**src/rtl/llvga_stream.sv**
```systemverilog
// llvga_stream: raster timing generator (hsync/vsync/de) driven by a runtime
// video mode, displaying pixels pulled from a valid/ready stream that carries
// start-of-frame (i_user) and end-of-line (i_last) markers. Any underflow or
// framing error blanks the pixel, pulses o_underflow and drops back to a
// resync state that waits for the next start-of-frame at raster (0,0).
module llvga_stream #(
    parameter int unsigned BPC           = 4,
    parameter int unsigned LGDIM         = 12,
    parameter bit          OPT_HOLD_MODE = 1'b1
) (
    input  logic               i_pixclk,
    input  logic               i_reset,
    input  logic [LGDIM-1:0]   i_hm_width,
    input  logic [LGDIM-1:0]   i_hm_porch,
    input  logic [LGDIM-1:0]   i_hm_synch,
    input  logic [LGDIM-1:0]   i_hm_raw,
    input  logic [LGDIM-1:0]   i_vm_height,
    input  logic [LGDIM-1:0]   i_vm_porch,
    input  logic [LGDIM-1:0]   i_vm_synch,
    input  logic [LGDIM-1:0]   i_vm_raw,
    input  logic               i_hpol,
    input  logic               i_vpol,
    input  logic               i_valid,
    output logic               o_ready,
    input  logic [3*BPC-1:0]   i_pixel,
    input  logic               i_user,
    input  logic               i_last,
    output logic               o_hsync,
    output logic               o_vsync,
    output logic               o_de,
    output logic [BPC-1:0]     o_red,
    output logic [BPC-1:0]     o_grn,
    output logic [BPC-1:0]     o_blu,
    output logic               o_newframe,
    output logic               o_underflow,
    output logic               o_locked
);

    localparam int unsigned      PW  = 3 * BPC;
    localparam logic [LGDIM-1:0] One = LGDIM'(1);

    typedef enum logic [0:0] {StResync, StRun} state_e;

    state_e state_q, state_d;

    // Effective mode: either the per-frame shadow or the live inputs
    logic [LGDIM-1:0] hm_width, hm_porch, hm_synch, hm_raw;
    logic [LGDIM-1:0] vm_height, vm_porch, vm_synch, vm_raw;
    logic             hpol, vpol;

    logic [LGDIM-1:0] hpos_q, vpos_q;

    logic h_end, v_end;
    logic active, origin, line_last;
    logic h_sync_on, v_sync_on;
    logic sof_take, pix_err, show, ready_c;

    logic [BPC-1:0] pix_red, pix_grn, pix_blu;

    logic           hsync_q, vsync_q, de_q, newframe_q, underflow_q;
    logic [BPC-1:0] red_q, grn_q, blu_q;

    // ------------------------------------------------------------------
    // Mode selection
    // ------------------------------------------------------------------
    generate
        if (OPT_HOLD_MODE) begin : g_hold
            logic [LGDIM-1:0] hm_width_q, hm_porch_q, hm_synch_q, hm_raw_q;
            logic [LGDIM-1:0] vm_height_q, vm_porch_q, vm_synch_q, vm_raw_q;
            logic             hpol_q, vpol_q;
            logic             frame_end;

            assign frame_end = h_end && v_end;

            // Shadow the mode at reset and on the final pixel of every frame
            always_ff @(posedge i_pixclk) begin
                if (i_reset || frame_end) begin
                    hm_width_q  <= i_hm_width;
                    hm_porch_q  <= i_hm_porch;
                    hm_synch_q  <= i_hm_synch;
                    hm_raw_q    <= i_hm_raw;
                    vm_height_q <= i_vm_height;
                    vm_porch_q  <= i_vm_porch;
                    vm_synch_q  <= i_vm_synch;
                    vm_raw_q    <= i_vm_raw;
                    hpol_q      <= i_hpol;
                    vpol_q      <= i_vpol;
                end
            end

            assign hm_width  = hm_width_q;
            assign hm_porch  = hm_porch_q;
            assign hm_synch  = hm_synch_q;
            assign hm_raw    = hm_raw_q;
            assign vm_height = vm_height_q;
            assign vm_porch  = vm_porch_q;
            assign vm_synch  = vm_synch_q;
            assign vm_raw    = vm_raw_q;
            assign hpol      = hpol_q;
            assign vpol      = vpol_q;
        end else begin : g_live
            assign hm_width  = i_hm_width;
            assign hm_porch  = i_hm_porch;
            assign hm_synch  = i_hm_synch;
            assign hm_raw    = i_hm_raw;
            assign vm_height = i_vm_height;
            assign vm_porch  = i_vm_porch;
            assign vm_synch  = i_vm_synch;
            assign vm_raw    = i_vm_raw;
            assign hpol      = i_hpol;
            assign vpol      = i_vpol;
        end
    endgenerate

    // ------------------------------------------------------------------
    // Raster position decode
    // ------------------------------------------------------------------
    // >= rather than == so a live mode shrinking under the counter still wraps
    assign h_end     = (hpos_q >= hm_raw - One);
    assign v_end     = (vpos_q >= vm_raw - One);
    assign active    = (hpos_q < hm_width) && (vpos_q < vm_height);
    assign origin    = (hpos_q == '0) && (vpos_q == '0);
    assign line_last = (hpos_q == hm_width - One);
    assign h_sync_on = (hpos_q >= hm_porch) && (hpos_q < hm_synch);
    assign v_sync_on = (vpos_q >= vm_porch) && (vpos_q < vm_synch);

    assign sof_take  = origin && i_valid && i_user;

    assign pix_red   = i_pixel[PW-1 -: BPC];
    assign pix_grn   = i_pixel[2*BPC-1 -: BPC];
    assign pix_blu   = i_pixel[BPC-1:0];

    // Free-running position counters; errors never stall timing
    always_ff @(posedge i_pixclk) begin
        if (i_reset) begin
            hpos_q <= '0;
            vpos_q <= '0;
        end else if (h_end) begin
            hpos_q <= '0;
            vpos_q <= v_end ? '0 : vpos_q + One;
        end else begin
            hpos_q <= hpos_q + One;
        end
    end

    // ------------------------------------------------------------------
    // Lock FSM
    // ------------------------------------------------------------------
    // State register
    always_ff @(posedge i_pixclk) begin
        if (i_reset) begin
            state_q <= StResync;
        end else begin
            state_q <= state_d;
        end
    end

    // Next state: lock on an SOF at (0,0), fall back on any stream error
    always_comb begin
        state_d = state_q;
        case (state_q)
            StResync: if (sof_take) state_d = StRun;
            StRun:    if (pix_err)  state_d = StResync;
            default:  state_d = StResync;
        endcase
    end

    // Handshake, error detection and pixel display decision per state
    always_comb begin
        ready_c = 1'b0;
        pix_err = 1'b0;
        show    = 1'b0;
        case (state_q)
            StResync: begin
                // Drain non-SOF pixels; hold an SOF pixel until (0,0)
                ready_c = i_valid && (!i_user || origin);
                show    = sof_take;
            end
            StRun: begin
                ready_c = active;
                pix_err = active && (!i_valid || (i_user != origin) ||
                                     (i_last != line_last));
                show    = active && !pix_err;
            end
            default: ;
        endcase
    end

    assign o_ready = ready_c;

    // ------------------------------------------------------------------
    // Output registers, one cycle behind the raster position
    // ------------------------------------------------------------------
    // Registered timing and colour outputs; reset parks syncs at idle level
    always_ff @(posedge i_pixclk) begin
        if (i_reset) begin
            hsync_q     <= !i_hpol;
            vsync_q     <= !i_vpol;
            de_q        <= 1'b0;
            red_q       <= '0;
            grn_q       <= '0;
            blu_q       <= '0;
            newframe_q  <= 1'b0;
            underflow_q <= 1'b0;
        end else begin
            hsync_q     <= hpol ^ !h_sync_on;
            vsync_q     <= vpol ^ !v_sync_on;
            de_q        <= active;
            red_q       <= show ? pix_red : '0;
            grn_q       <= show ? pix_grn : '0;
            blu_q       <= show ? pix_blu : '0;
            newframe_q  <= origin;
            underflow_q <= pix_err;
        end
    end

    assign o_hsync     = hsync_q;
    assign o_vsync     = vsync_q;
    assign o_de        = de_q;
    assign o_red       = red_q;
    assign o_grn       = grn_q;
    assign o_blu       = blu_q;
    assign o_newframe  = newframe_q;
    assign o_underflow = underflow_q;
    assign o_locked    = (state_q == StRun);

endmodule

```
**config.mk**
```make
export PLATFORM = sky130hd
export DESIGN_NAME = llvga_stream
export DESIGN_NICKNAME = d
export VERILOG_FILES = /design/src/rtl/llvga_stream.sv
export SDC_FILE = /design/constraint.sdc
export NUM_CORES = 1
export LEC_CHECK = 0
export BUFFER_PORTS_ARGS = -buffer_cell sky130_fd_sc_hd__buf_4
export CORE_MARGIN = 2
export CORE_UTILIZATION = 35
export DETAILED_ROUTE_END_ITERATION = 10
export GPL_TIMING_DRIVEN = 0
export PLACE_DENSITY_LB_ADDON = 0.08
export REMOVE_ABC_BUFFERS = 1
export SLEW_MARGIN = 20
export SYNTH_ARGS = -nofsm -noshare
export SYNTH_HDL_FRONTEND = slang
export SYNTH_SLANG_ARGS = --single-unit
```
**constraint.sdc**
```tcl
create_clock -name i_pixclk -period 6.2 [get_ports i_pixclk]
set_input_delay 0 -clock i_pixclk [delete_from_list [all_inputs] [get_ports i_pixclk]]
set_output_delay 0 -clock i_pixclk [all_outputs]
set_load 0.01 [all_outputs]
```
# Word level (Yosys, flattened, before mapping)

Cells that the tools add are included.

Register bits: 140
Word-level logic and storage cells: 75
Latch bits: 0
Input port bits: 115
Memories: 0
Memory bits (read-only): 0
Output and inout port bits: 19
RAM bits: 0

$mul: 0
Bitwise operators: 4
Add/sub/neg operators: 5
Div/mod/pow operators: 0
Reduce and logical (&&, ||, !) cells: 25
$lt $le $gt $ge: 8
Eq/ne operators: 3
Shifts and indexed selects: 0
Muxes and demuxes: 9

Operators with widths:

| cell                                                                 | count |
|---|---|
| 12-bit >= comparator                                                 | 4 |
| 12-bit < comparator                                                  | 4 |
| 12-bit by 1-bit subtractor with 12-bit output, second input constant | 3 |
| 12-bit by 1-bit adder with 12-bit output, second input constant      | 2 |
| 12-bit zero test                                                     | 2 |
| 12-bit equality test                                                 | 1 |
| 12-bit 2-to-1 mux                                                    | 1 |
| 1-bit logical AND                                                    | 10 |
| 1-bit zero test                                                      | 7 |
| 1-bit one-hot mux with 2 select lines                                | 3 |
| 1-bit 2-to-1 mux                                                     | 5 |
| 1-bit logical OR                                                     | 4 |
| 2-bit OR reduction                                                   | 2 |
| 1-bit != test                                                        | 2 |
| 1-bit inverter                                                       | 2 |
| 1-bit XOR                                                            | 2 |

# Depth between registers and ports, before layout

Word-level depth: 11
Mapped depth: 14
Depth with buffers taken out: 13

# Worst setup path before layout

OpenSTA, ideal clock, no wires.

Path kind: flip-flop to flip-flop
Start: reg g_hold.hm_raw_q[7]
End: reg g_hold.hm_porch_q[0], enable pin
Buffers on the path: 1
Path slack: 0.672 ns
Library setup time: 0.500 ns
Required time: 5.700 ns
Clock period less this slack: 5.528 ns
Data arrival time: 5.027 ns
Stages on the path, launching flop included: 10
Cell sequence: edfxtp_1 -> or4_1 -> nor3_1 -> xnor2_1 -> ha_1 -> and4_1 -> o21ai_0 -> nand3_1 -> and2_1 -> clkbuf_1

Cells in the longest elaborated chain, start to end: 4

Ends and longest elaborated chain:

| item                                          | RTL line | text |
|---|---|---|
| start, declared                               | 68       | `logic [LGDIM-1:0] hm_width_q, hm_porch_q, hm_synch_q, hm_raw_q;` |
| start signal, assigned                        | 81       | `hm_raw_q <= i_hm_raw;` |
| 12-bit by 1-bit subtractor with 12-bit output | 119      | `assign h_end = (hpos_q >= hm_raw - One);` |
| 12-bit >= comparator                          | 119      |  |
| 1-bit logical AND                             | 73       | `assign frame_end = h_end && v_end;` |
| 1-bit logical OR                              | 77       | `if (i_reset \|\| frame_end) begin` |
| end signal, assigned                          | 79       | `hm_porch_q <= i_hm_porch;` |
| end, declared                                 | 68       |  |

No other way between the ends.
A chain may end at the register's enable or synchronous reset.

# Final worst setup path

Start: reg g_hold.hm_raw_q[4]
End: reg g_hold.hm_raw_q[7], enable pin

Cells in the longest elaborated chain, start to end: 4

Ends and longest elaborated chain:

| item                                          | RTL line |
|---|---|
| 12-bit by 1-bit subtractor with 12-bit output | 119 |
| 12-bit >= comparator                          | 119 |
| 1-bit logical AND                             | 73 |
| 1-bit logical OR                              | 77 |

No other way between the ends.

==> reports/qor.yml <==
status:
  outcome: "complete, no violations"
timing:
  hold_viol_final: 0
  post-route-min-period_ns: 4.65
  timing.final.max_slew_violations: 0
  finalClockSkew_ns: 0.00752
  worst_pin_slew_ns: 1.08
  fmax_mhz: 215
  setup_violations: 0
  finalCritPeriodShare_pct: 75.1
  grt_setup_unrepaired: "false"
  max-slew-margin-rel_pct: 27.5
  fin_hold_ws_ns: 0.0771
setup_path:
  crit_fanout: 45
  worst_setup_path_start_kind: "register"
  crit_path_cell_trace: "nor4_1 > nand2_1 > nor4_1 > xnor2_1 > ha_1 > a21o_1 > a21oi_1 > nor2b_1 > a311oi_1 > nand3_1 > and2_4 > buf_12"
  worst-endpoint-required_ns: 6.35
  critical_path_arrival_ns: 4.80
  critPathMaxStageDelay_ns: 0.86
  setup.worst_path.end_class: "register"
  cpMostUsedCell: "nor4_1"
  timing_worst_setup_path_type: "reg2reg"
  critical-path-slowest-cell: "a311oi_1"
finish:
  commonest_cells_after_routing_fill_and_taps_aside: "buf_4, dlygate4sd3_1, ha_1, edfxtp_1, inv_1"
  design.final.nets: 1148
  synthToLayoutAreaGrowth_pct: 40.2
  mostFrequentLayoutCell: "buf_4"
  antenna-diode-count: 0
  stdcell_count: 1225
  fillers: 1950
  layout-drive-gt1-share_pct: 19.5
  footprint_of_the_multi_input_gates_um2: 3560
  finalInstanceArea_um2: 10800
  regArea_um2: 3780
detailed_routing:
  final_antenna_net_count: 0
  via_count: 5947
  viasPerCell: 4.85
  route.detailed.drc: 0
  routed_wire_length_per_instance_um: 15.1
  firstDrtPassIters: 6
  drtIter0Drc: 260
  drt_wl_total_um: 18500
synthesis:
  netlist_area_um2: 7670
  ys_dominant_reg_cell: "edfxtp_1"
  netlist_instances: 673
  synth_sequential_area_ratio_pct: 49.3
  synth.lib_cells_used.distinct: 54
  asyncSetResetFlopFracSynth_pct: 0
  ys_seq_elements: 140
  ys_warns: 0
  synth-edff-count: 98
  avgSynthCellArea_um2: 11.4
clocking:
  cts.root.buffer_cell: "clkbuf_16"
  clock_buffers_created_by_tritoncts: 17
  cts_hold_buffers: 112
  cts.path.max_buffers: 2
  clk_pin_slew_ns: 0.06
  cts.sinks: 140
  cts_tree: "yes"
  worstSkewPairLatency_ns: 0.42
  postCtsResizedCells: 0
  post_cts.repair.setup_buffers: 0
  cts_max_level: 4
grt:
  grt_first_pass_wirelength_um: 30600
  global_route.usage.total_pct: 16.4
  globalRouteOverflowTotal: 0
  grt_pass1_vias: 6327
  antenna_found_initial: 0
  maximum_number_of_pins_on_one_net_before_global_route_repair: 46
floorplan:
  floorplan.initialDensity_pct: 35.4
  design.portCount: 134
  core_area_um2: 21700
  die_area_um2: 23100
  num_rows: 54
  floorplan.die.width_um: 152
  die_span_y_um: 152
placed_design:
  number_of_buffers_inserted_by_port_buffering: 133
  placed_cell_area_um2: 9030
  post-dp-hpwl_um: 13100
  dp.cells: 1081
  globalplace.congestion: 0.802
worst_hold_path:
  hold_path_class: "in2reg"
power:
  p_per_area_nw_per_um2: 218
  worst_ir_drop_vdd_mv: 0.152
  power.leakage_nw: 4.75
  design_power_total_w: 0.00234
flow_run:
  timing.max_cap.violations: 0
-- report_power, final --
group	switching, W	internal (W)	leakage, nW	total (W)
registers	0.0000221	0.00104	1.26	0.00106
clock network	0.000413	0.000636	0.284	0.00105
logic	0.0000895	0.000143	3.21	0.000232
-- per-layer routing --
| layer | vias to the layer above | part of all wire [%] | track usage (%) |
|---|---|---|---|
| met5 | - | 0 | 0 |
| met4 | 0 | 1.8 | 5.52 |
| met3 | 25 | 2.7 | 2.97 |
| met2 | 98 | 52 | 30.1 |
| met1 | 2838 | 44 | 19.3 |
| li1 | 2986 | - | - |
-- through the flow --
stage                     worst slack [ns]  util [%]  setup TNS, ns
after floorplan                       1.05         -              0
after global placement              -0.632      41.4         -65.09
after detailed placement              1.63      41.7              0
after CTS                             1.59      49.6              0
after global routing                  1.25      49.6              0
final                                 1.55      49.6              0
-- synth_stat cells (8+ instances only) --
cell / number / share of area [%]
a21boi_2: 10 / 1.5
dfxtp_1: 42 / 11
a21oi_1: 21 / 1.4
nand2_1: 28 / 1.4
ha_1: 101 / 16
xnor2_1: 33 / 3.8
nand4_1: 10 / 0.82
and3_1: 11 / 0.90
nor4_1: 10 / 0.82
inv_1: 80 / 3.9
nor3_1: 8 / 0.52
o21a_1: 11 / 1.1
xor2_1: 18 / 2.1
a21o_1: 8 / 0.78
a211oi_1: 10 / 0.98
nand3_1: 15 / 0.98
nand2b_1: 10 / 0.82
edfxtp_1: 98 / 38
o21ai_0: 23 / 1.5
nor2_1: 39 / 1.9
-- final timing paths --
kind	startpoint	endpoint	slack [ns]	cells after the start
max reg2reg	g_hold.hm_raw_q[4]$_DFFE_PP_	g_hold.hm_raw_q[7]$_DFFE_PP_	1.55	12
max	g_hold.hm_raw_q[4]$_DFFE_PP_	g_hold.hm_raw_q[7]$_DFFE_PP_	1.55	12
min	i_last	o_locked$_SDFF_PP0_	0.08	4
min reg2reg	hpos_q[0]$_SDFF_PP0_	hpos_q[0]$_SDFF_PP0_	0.54	1
-- layout make-up --
cell class              instances  share of cell area, %
multi-input cells             446                   33.1
flip-flops and latches        140                   35.2
clock inverters                13                   1.55
repair buffers                247                   20.1
well taps                     280                   3.26
clock buffers                  19                   4.03
inverters                      80                   2.79
-- critical path, delay by kind of cell, from the launching register on --
kind                       cells  cell delay [ns]
adders and majority gates      1             0.26
and+or+nand+nor                6             2.05
buffers and inverters          1             0.24
DFF                            1             0.43
xor gates and xnor gates       1             0.17
AOI/OAI and AO/OA              3             1.19
-- logic make-up (layout without fill, tap and decap cells) --
logic type                 count (synthesis)  count (layout)  synth area share [%]
AOI/OAI and AO/OA                        124             124                  11.6
xor gates and xnor gates                  51              51                  5.82
adders and majority gates                101             101                  16.5
buffers and inverters                     87             359                  4.35
DFF                                      140             140                  49.3
muxes                                      4               4                 0.522
and+or+nand+nor                          166             166                  11.9
(Power assumes the default switching activity.)
